**config.mk**
```make
export PLATFORM = sky130hd
export DESIGN_NAME = cpu_control_fsm
export DESIGN_NICKNAME = d
export VERILOG_FILES = /design/src/rtl/cpu_control_fsm.sv
export SDC_FILE = /design/constraint.sdc
export NUM_CORES = 1
export LEC_CHECK = 0
export CAP_MARGIN = 20
export CORE_MARGIN = 3
export CORE_UTILIZATION = 52
export DETAILED_ROUTE_END_ITERATION = 10
export HOLD_SLACK_MARGIN = 0.08
export MAX_ROUTING_LAYER = met4
export PLACE_DENSITY_LB_ADDON = 0.25
export SLEW_MARGIN = 40
export SYNTH_ARGS = -nofsm -noshare
export SYNTH_HDL_FRONTEND = slang
export SYNTH_SLANG_ARGS = --single-unit
```
**constraint.sdc**
```tcl
create_clock -name clk -period 7 [get_ports clk]
set_clock_uncertainty 0.1 [all_clocks]
set_input_delay 1.05 -clock clk [delete_from_list [all_inputs] [get_ports clk]]
set_output_delay 1.05 -clock clk [all_outputs]
set_load 0.05 [all_outputs]
```
**src/rtl/cpu_control_fsm.sv**
```systemverilog
// Multi-cycle control unit for the 16-bit CPU.
// Fetches over a req/ready handshake, decodes, and steps the register file
// and the clocked ALU through fixed states. The current state number is
// exported on fsm so the ALU and any checker can follow the sequence.
//
// Fetch handshake: imem_req is high for every FETCH cycle and imem_addr = pc.
// The fetch completes on the first cycle with imem_req && imem_ready; only
// then are imem_rdata captured and pc advanced. imem_rdata is ignored
// otherwise. Reset abandons any fetch in flight.
module cpu_control_fsm #(
    parameter logic [15:0] PC_RESET = 16'h0000
) (
    input  logic        clk,
    input  logic        rst_n,
    output logic        imem_req,
    output logic [15:0] imem_addr,
    input  logic        imem_ready,
    input  logic [15:0] imem_rdata,
    output logic [3:0]  fsm,
    output logic [3:0]  alu_codop,
    output logic        alu_b_imm,
    output logic [15:0] imm,
    output logic [3:0]  rf_raddr_a,
    output logic [3:0]  rf_raddr_b,
    output logic        rf_we,
    output logic [3:0]  rf_waddr,
    input  logic        alu_neg,
    input  logic        alu_zero,
    input  logic        alu_overflow,
    output logic        flag_z,
    output logic        flag_n,
    output logic        flag_v,
    output logic [15:0] pc,
    output logic        halted,
    output logic        illegal
);

    localparam logic [3:0] S_FETCH     = 4'd0;
    localparam logic [3:0] S_DECODE    = 4'd1;
    localparam logic [3:0] S_READ      = 4'd2;
    localparam logic [3:0] S_BRANCH    = 4'd3;
    localparam logic [3:0] S_EXECUTE   = 4'd4;
    localparam logic [3:0] S_WRITEBACK = 4'd5;
    localparam logic [3:0] S_HALT      = 4'd6;

    localparam logic [3:0] OP_JMP  = 4'd11;
    localparam logic [3:0] OP_BEQZ = 4'd12;
    localparam logic [3:0] OP_HLT  = 4'd15;

    logic [3:0]  state;
    logic [15:0] ir;
    logic [3:0]  op;
    logic        is_alu_op;
    logic        is_i_type;
    logic [15:0] branch_off;

    assign op         = ir[15:12];
    assign is_alu_op  = (op <= 4'd10);
    assign is_i_type  = (op >= 4'd6) && (op <= 4'd10);
    assign branch_off = {{8{ir[7]}}, ir[7:0]};

    // Outputs decoded from registered state and ir only.
    assign fsm        = state;
    assign imem_req   = (state == S_FETCH);
    assign imem_addr  = pc;
    assign alu_codop  = is_alu_op ? op : 4'd15;
    assign alu_b_imm  = is_i_type;
    assign imm        = {8'h00, ir[7:0]};
    assign rf_raddr_a = is_i_type ? ir[11:8] : ir[7:4];
    assign rf_raddr_b = ir[3:0];
    assign rf_we      = (state == S_WRITEBACK);
    assign rf_waddr   = ir[11:8];
    assign halted     = (state == S_HALT);

    // State sequencing, instruction capture, pc update and flag latching.
    always_ff @(posedge clk) begin
        if (!rst_n) begin
            state   <= S_FETCH;
            pc      <= PC_RESET;
            ir      <= 16'h0000;
            flag_z  <= 1'b0;
            flag_n  <= 1'b0;
            flag_v  <= 1'b0;
            illegal <= 1'b0;
        end else begin
            case (state)
                S_FETCH: begin
                    if (imem_ready) begin
                        ir    <= imem_rdata;
                        pc    <= pc + 16'd1;
                        state <= S_DECODE;
                    end
                end
                S_DECODE: begin
                    if (is_alu_op) begin
                        state <= S_READ;
                    end else if (op == OP_JMP || op == OP_BEQZ) begin
                        state <= S_BRANCH;
                    end else if (op == OP_HLT) begin
                        state <= S_HALT;
                    end else begin
                        // Opcodes 13/14: flag and carry on as a NOP.
                        illegal <= 1'b1;
                        state   <= S_FETCH;
                    end
                end
                S_READ:    state <= S_EXECUTE;
                S_EXECUTE: state <= S_WRITEBACK;
                S_WRITEBACK: begin
                    flag_z <= alu_zero;
                    flag_n <= alu_neg;
                    flag_v <= alu_overflow;
                    state  <= S_FETCH;
                end
                S_BRANCH: begin
                    // pc already points past the branch, so offsets are from pc+1.
                    if (op == OP_JMP) begin
                        pc <= {4'h0, ir[11:0]};
                    end else if (flag_z) begin
                        pc <= pc + branch_off;
                    end
                    state <= S_FETCH;
                end
                S_HALT:  state <= S_HALT;
                default: state <= S_FETCH;
            endcase
        end
    end

endmodule

```
; ---- Word level (Yosys, flattened, before mapping)
; Cells that the tools add are included.
[totals]
ram_bits = 0
elab_cells = 43
output_inout_bits = 76
mem_count = 0
mem_bits_ro = 0
in_bits = 22
reg_bits = 40
latchBits = 0
[classes]
eq_ne = 11
mul = 0
add_sub_neg = 2
shifts = 0
muxes = 11
order_cmp = 2
div_mod_pow = 0
reduce_logical = 7
n_bitwise = 3
[op_table]
columns = cell, n
row1 = 2-to-1 mux 16 bit, 3
row2 = one-hot mux 16 bit (2 select lines), 1
row3 = one-hot mux 4 bit (5 select lines), 1
row4 = "adder 16 x 1 -> 16 bit, second input constant", 1
row5 = adder 16 bit, 1
row6 = "equality test 4 x 3 -> 1 bit, second input constant", 3
row7 = "equality test 4 bit, second input constant", 3
row8 = 2-to-1 mux 4 bit, 3
row9 = 2-to-1 mux 3 bit, 3
row10 = "equality test 4 x 2 -> 1 bit, second input constant", 2
row11 = "equality test 4 x 1 -> 1 bit, second input constant", 1
row12 = ">= comparator 4 x 3 -> 1 bit, second input constant", 1
row13 = "less-or-equal comparator 4 bit, second input constant", 1
row14 = logical NOT 4 bit, 1
row15 = AND reduction 4 bit, 1
row16 = "inequality test 3 bit, second input constant", 1
row17 = NOT 1 bit, 3
row18 = AND reduction 3 bit, 1
row19 = "inequality test 2 x 1 -> 1 bit, second input constant", 1
row20 = AND reduction 2 bit, 1
row21 = nonzero test 2 bit, 1
row22 = logical AND 1 bit, 1
row23 = logical OR 1 bit, 1

; ---- Depth between registers and ports, before layout
; Gate-level depths: netlist (run 1).
[depth]
depth_word = 5
depth_mapped = 8
ltp_nobuf = 8

; ---- Least setup slack after synthesis (run 1)
; No wires, ideal clock.
[synth_timing]
kind = flip-flop to output port
start = register ir[14]
end = output rf_raddr_a[0]
arrival_time_ns = 1.927
setup_slack_ns = 3.923
required_time_ns = 5.850
stages_incl_launch_ff = 5
cell_sequence = dfxtp_1 -> buf_2 -> nand2_1 -> o21ai_1 -> mux2_2
[synth_via]
elab_chain_cells = 3
elab_cells_between_ends = 4
cone_classes = order compare: 2 / mux: 1 / reduce/logical: 1
[synth_lines]
columns = item, line
row1 = start: declaration, 51  ; logic [15:0] ir;
row2 = start signal: assignment, 89  ; ir <= imem_rdata;
row3 = >= comparator 4 x 3 -> 1 bit or less-or-equal comparator 4 bit (tied branches), 59  ; assign is_i_type = (op >= 4'd6) && (op <= 4'd10);
row4 = logical AND 1 bit *, 59
row5 = named net alu_b_imm, 21  ; output logic alu_b_imm,
row6 = 2-to-1 mux 4 bit *, 69  ; assign rf_raddr_a = is_i_type ? ir[11:8] : ir[7:4];
row7 = end: declaration, 23  ; output logic [3:0] rf_raddr_a,
; The timed path passes the listed nets; every way through them passes the cells marked *.

; ---- Worst setup path after layout (run 1)
[layout_timing]
start = register ir[14]
end = output rf_raddr_a[3]
[layout_via]
elab_chain_cells = 3
elab_cells_between_ends = 4
cone_classes = order compare: 2 / mux: 1 / reduce/logical: 1
[layout_lines]
columns = item, line
row1 = >= comparator 4 x 3 -> 1 bit or less-or-equal comparator 4 bit (tied branches), 59
row2 = logical AND 1 bit *, 59
row3 = 2-to-1 mux 4 bit *, 69
; Every way passes the cells marked *; elsewhere a longest branch is shown, timed or not.

==> summary.txt, run 1 <==
status: complete, no violations
Worst VDD drop: 0.146 mV
Syn Inst Count: 429
placer congestion estimate: 0.930
vias in the first global route: 3,103
f_max: 287 MHz
CP Capture Type: output pin
clk root buf: clkbuf_8
Mean Syn Cell Area: 7.71 um^2
Max-slew headroom: 55.4%
CTS buffer count: 5
Post-synth EDFFs: 0
DR iter-0 viols: 332
clk slew on worst S/H paths: 70 ps
Period minus WS final: 3490 ps
most frequent cells in the layout: 88 x clkdlybuf4s50_1, 59 x nand2_1, 39 x dfxtp_1, 33 x a21oi_1, 19 x nor2_1
core box area: 6030 um^2
# rows: 28
hold_ws: 398 ps
RSZ-0062 raised after global routing: false
Setup violations, final: 0
Synth cell types: 62
fill count: 554
die span in y: 85.7 um
Hold/Removal Path Class: flop to flop
Max Slew Vio Count: 0
post-synthesis sequential area ratio: 23.6%
ant diodes: 0
Critical Path Start Type: flop
grt total ovfl: 0
Routed WL: 8930 um
Post-Place Worst Slack: 3480 ps
max-cap violation count: 0
CP required: 5850 ps
ratio of cells with drive above 1 in the final layout: 5.17%
post-CTS setup buffers: 0
Pwr per Cell Area: 175 nW/um^2
clock sink count: 39
cell leakage power: 1.56 nW
largest net degree at the start of global routing: 45
DR pass1 iterations: 5
fin nets: 502
I/O Buffers: 88
Boundary Pins: 98
Post-synth top flop: dfxtp_1
synth warn: 0
global-route wire length before repair: 14,600 um
CTS H-tree lvls: 2
Final Hold Fails: 0
mapped cell area: 3310 um^2
ys async rst share: 0%
crit path kind: flop to output pin
setup slack after layout: 3510 ps
Worst-Margin Slew: 666 ps
Clock Latency Late Sink: 300 ps
Critical Path AT: 2340 ps
most common cell after layout, fill and taps aside: clkdlybuf4s50_1
cts hold-fix bufs: 0
global-route usage over all layers: 24.8%
synthesis-to-finish area growth: 20.5%
DRC: 0
initial core utilization: 54.9%
DR vias/cell: 6.19
initial antenna violation count: 0
HPWL Detailed: 6430 um
CTS resizes: 0
final period utilization: 49.8%
Post-DRT Antenna Nets: 0
Die ar.: 7350 um^2
die width: 85.7 um
register bit total from synthesis: 39
Clock Path Buffers: 2
CP Max Fanout: 10
routed len/inst: 16.6 um
CTS tree: built
vias: 3,337
setup_tns: 0 ps
## state kept, by name, summed over array words and instances, names as in the netlist
signal,flops
flag_n,1
flag_v,1
flag_z,1
fsm,3
illegal,1
imem_addr,16
ir,16
## per-layer routing
layer  GRT usage, %  up-vias  part of all wire [%]
met2           38.6      187                    46
met1           33.7     1574                    45
met5              -        -                     0
met3           3.75        9                   8.8
li1               -     1567                     -
met4           6.76        0                   1.1
## power breakdown
part	leakage [nW]	switching (W)	internal, W
Combinational	1.19	0.000153	0.0000812
Sequential	0.317	0.0000281	0.000234
Clock	0.0612	0.0000837	0.000115
Total	1.56	0.000265	0.000431
## layout make-up
type | count | area (um^2) | area share (%)
clock buffer | 6 | 82.6 | 2.07
clock inverter | 2 | 35.0 | 0.879
inverter | 7 | 26.3 | 0.660
multi-input combinational | 320 | 2070 | 51.9
sequential | 39 | 781 | 19.6
tap | 75 | 93.8 | 2.36
timing repair buffer | 90 | 896 | 22.5
## stage by stage
stage | utilization, % | instance area (um^2) | power, W | std cells
detailed placement | 64.2 | 3870 | 0.000499 | 531
floorplan | - | 3340 | 0.000449 | 437
global placement | 64.2 | 3870 | 0.000496 | 531
finish | 66.1 | 3980 | 0.000696 | 539
global route | 66.1 | 3980 | 0.000725 | 539
CTS | 66.1 | 3980 | 0.000696 | 539
## cell usage after synthesis, types with 2 or more instances
cell	count	share of area [%]
o211ai_1	5	1.1
o31a_1	2	0.53
nand4b_1	3	0.79
o31ai_1	3	0.68
nor3_1	7	1.1
inv_1	7	0.79
buf_2	11	1.7
nor2_1	19	2.2
clkbuf_1	14	1.6
buf_6	3	1.0
o221ai_1	2	0.53
a221oi_1	2	0.53
buf_4	42	9.5
mux2_2	4	1.4
o21ai_0	16	2.4
ha_1	16	6.1
dfxtp_1	39	24
o22ai_1	4	0.76
xor2_1	2	0.53
nand4_1	8	1.5
xnor2_1	7	1.9
nand2_1	59	6.7
o211ai_2	2	0.76
nand3_1	13	2.0
nor2b_1	6	1.1
a21boi_0	18	4.1
a211oi_1	3	0.68
or3_1	4	0.76
o21a_1	6	1.4
and3_1	8	1.5
nand3b_1	4	0.91
o311ai_0	2	0.53
mux2i_1	5	1.5
a21oi_1	33	5.0
a31oi_1	12	2.3
nand2b_1	3	0.57
a21o_1	7	1.6
and2_1	4	0.76
## worst max-delay path, stage by stage, from the launching register on
cell	delay (ps)
dfxtp_1	490
nand2_1	90
o21ai_1	370
mux2_2	380
clkdlybuf4s50_1	700
## cell families (layout without fill, tap and decap cells)
| group | Yosys count | after routing | synth area share, % |
|---|---|---|---|
| flip-flops | 39 | 39 | 23.6 |
| AO/OA/AOI/OAI | 128 | 128 | 26.4 |
| multiplexers | 9 | 9 | 2.88 |
| AND/OR/NAND/NOR | 148 | 148 | 23.2 |
| adder cells (fa/ha/maj) | 17 | 17 | 6.66 |
| buffers and inverters | 78 | 105 | 14.7 |
| other | 1 | 9 | 0.113 |
| XOR/XNOR | 9 | 9 | 2.38 |
## path summary, 6_finish.rpt
path | startpoint | endpoint | slack (ps) | cells past startpoint
hold / removal | illegal | illegal | 400 | 1
setup reg to reg | imem_addr[0] | imem_addr[12] | 4300 | 8
setup / recovery | ir[14] | rf_raddr_a[3] | 3510 | 4
hold reg to reg | illegal | illegal | 400 | 1
No activity file was read; power rests on OpenSTA's default activity.
==> inputs of run 2 (changes only) <==
--- a/config.mk
+++ b/config.mk
@@ -7,7 +7,7 @@
 export LEC_CHECK = 0
 export CAP_MARGIN = 20
 export CORE_MARGIN = 3
-export CORE_UTILIZATION = 52
+export CORE_UTILIZATION = 48
 export DETAILED_ROUTE_END_ITERATION = 10
 export HOLD_SLACK_MARGIN = 0.08
 export MAX_ROUTING_LAYER = met4
==> constraint.sdc (replaced) <==
create_clock -name clk -period 3.4 [get_ports clk]
set_clock_uncertainty 0.1 [all_clocks]
set_input_delay 0.51 -clock clk [delete_from_list [all_inputs] [get_ports clk]]
set_output_delay 0.51 -clock clk [all_outputs]
set_load 0.05 [all_outputs]
==> run 2 against run 1 <==
Via count fell by 5.0%; critical path depth did not move; register-to-register slack got worse by 3600 ps; clock-buffer cell count rose by 1; critical path type unchanged; first-iteration DRC count fell by 44%; non-clock buffer count rose by 6; final cell count rose by 1.5%; die area rose by 7.7%; largest cell class unchanged.
==> summary.txt, run 2 (synthesized netlist as in run 1, its figures left out) <==
status: complete, no violations
CTS tree: built
placer congestion estimate: 0.874
CP required: 2790 ps
setup_tns: 0 ps
DRC: 0
Final Hold Fails: 0
Clock Latency Late Sink: 290 ps
f_max: 336 MHz
Max-slew headroom: 55.7%
Boundary Pins: 98
RSZ-0062 raised after global routing: false
DR vias/cell: 5.79
DR iter-0 viols: 185
Period minus WS final: 2980 ps
largest net degree at the start of global routing: 21
cts hold-fix bufs: 0
routed len/inst: 16.1 um
most frequent cells in the layout: 88 x clkdlybuf4s50_1, 59 x nand2_1, 39 x dfxtp_1, 33 x a21oi_1, 19 x nor2_1
clk root buf: clkbuf_8
Reg2Reg Setup Slack: 750 ps
Setup violations, final: 0
synthesis-to-finish area growth: 20.8%
Post-Place Worst Slack: 665 ps
crit path kind: flop to output pin
setup slack after layout: 425 ps
Hold/Removal Path Class: flop to flop
CP Capture Type: output pin
Clock Path Buffers: 2
global-route wire length before repair: 14,300 um
Routed WL: 8830 um
CP Max Fanout: 9
ant diodes: 0
fin nets: 508
Die ar.: 7920 um^2
Post-DRT Antenna Nets: 0
CTS buffer count: 5
Worst VDD drop: 0.318 mV
clk slew on worst S/H paths: 70 ps
CTS H-tree lvls: 2
I/O Buffers: 88
post-CTS setup buffers: 0
cell leakage power: 1.57 nW
final period utilization: 87.5%
die width: 89 um
CTS resizes: 0
ratio of cells with drive above 1 in the final layout: 5.96%
# rows: 29
HPWL Detailed: 6710 um
clock sink count: 39
Critical Path AT: 2370 ps
initial antenna violation count: 0
die span in y: 89 um
Pwr per Cell Area: 336 nW/um^2
most common cell after layout, fill and taps aside: clkdlybuf4s50_1
core box area: 6490 um^2
vias: 3,169
Max Slew Vio Count: 0
Critical Path Start Type: flop
max-cap violation count: 0
Worst-Margin Slew: 658 ps
grt total ovfl: 0
initial core utilization: 50.9%
global-route usage over all layers: 23.3%
vias in the first global route: 2,944
fill count: 574
DR pass1 iterations: 4
## run 2: cell types whose count changed in the layout (fill, tap and decap cells not counted)
cell	delta
buf_4	+6
clkbuf_1	+2
bufinv_16	-1
clkbuf_8	-1
## run 2: stage by stage
step	hold slack (ps)	std cells	cell area [um^2]	power, W	util, %
floorplan	362	437	3340	0.000924	-
global placement	351	539	3910	0.00103	60.3
detailed placement	392	539	3910	0.00104	60.3
CTS	415	547	4000	0.00135	61.5
global route	438	547	4000	0.00141	61.5
finish	400	547	4000	0.00134	61.5
## run 2: critical path, stage by stage, from the launching register on
cell and delay [ps]:
dfxtp_1 510, nand2_1 80, o21ai_1 380, mux2_2 400
clkdlybuf4s50_1 700
## run 2: report_power, final
group	switching [W]	internal (W)	total [W]	leakage, nW
registers	0.0000564	0.000482	0.000538	0.317
clock network	0.000171	0.000144	0.000315	0.0422
logic	0.000318	0.000172	0.000491	1.22
## run 2: area by class of cell
type / instances / area (um^2) / share of cell area (%)
multi-input cells: 320 / 2070 / 51.8
repair buffers: 96 / 941 / 23.6
flip-flops and latches: 39 / 781 / 19.5
well taps: 77 / 96.3 / 2.41
clock buffers: 7 / 76.3 / 1.91
inverters: 7 / 26.3 / 0.658
clock inverters: 1 / 5.00 / 0.125
## run 2: layer usage
layer  global-route usage, %  wire length [um]  up-vias
li1                        -                 -     1582
met1                    31.5              4050     1461
met2                    35.8              4060      114
met3                    3.96               592       12
met4                    7.04               126        0
met5                       -                 0        -
## run 2: worst paths after layout
path / from / end / depth (start not counted)
worst max-delay path: ir[13] / rf_raddr_a[3] / 4
worst min-delay path: illegal / illegal / 1
worst max register to register: imem_addr[0] / imem_addr[12] / 8
worst min register to register: illegal / illegal / 1
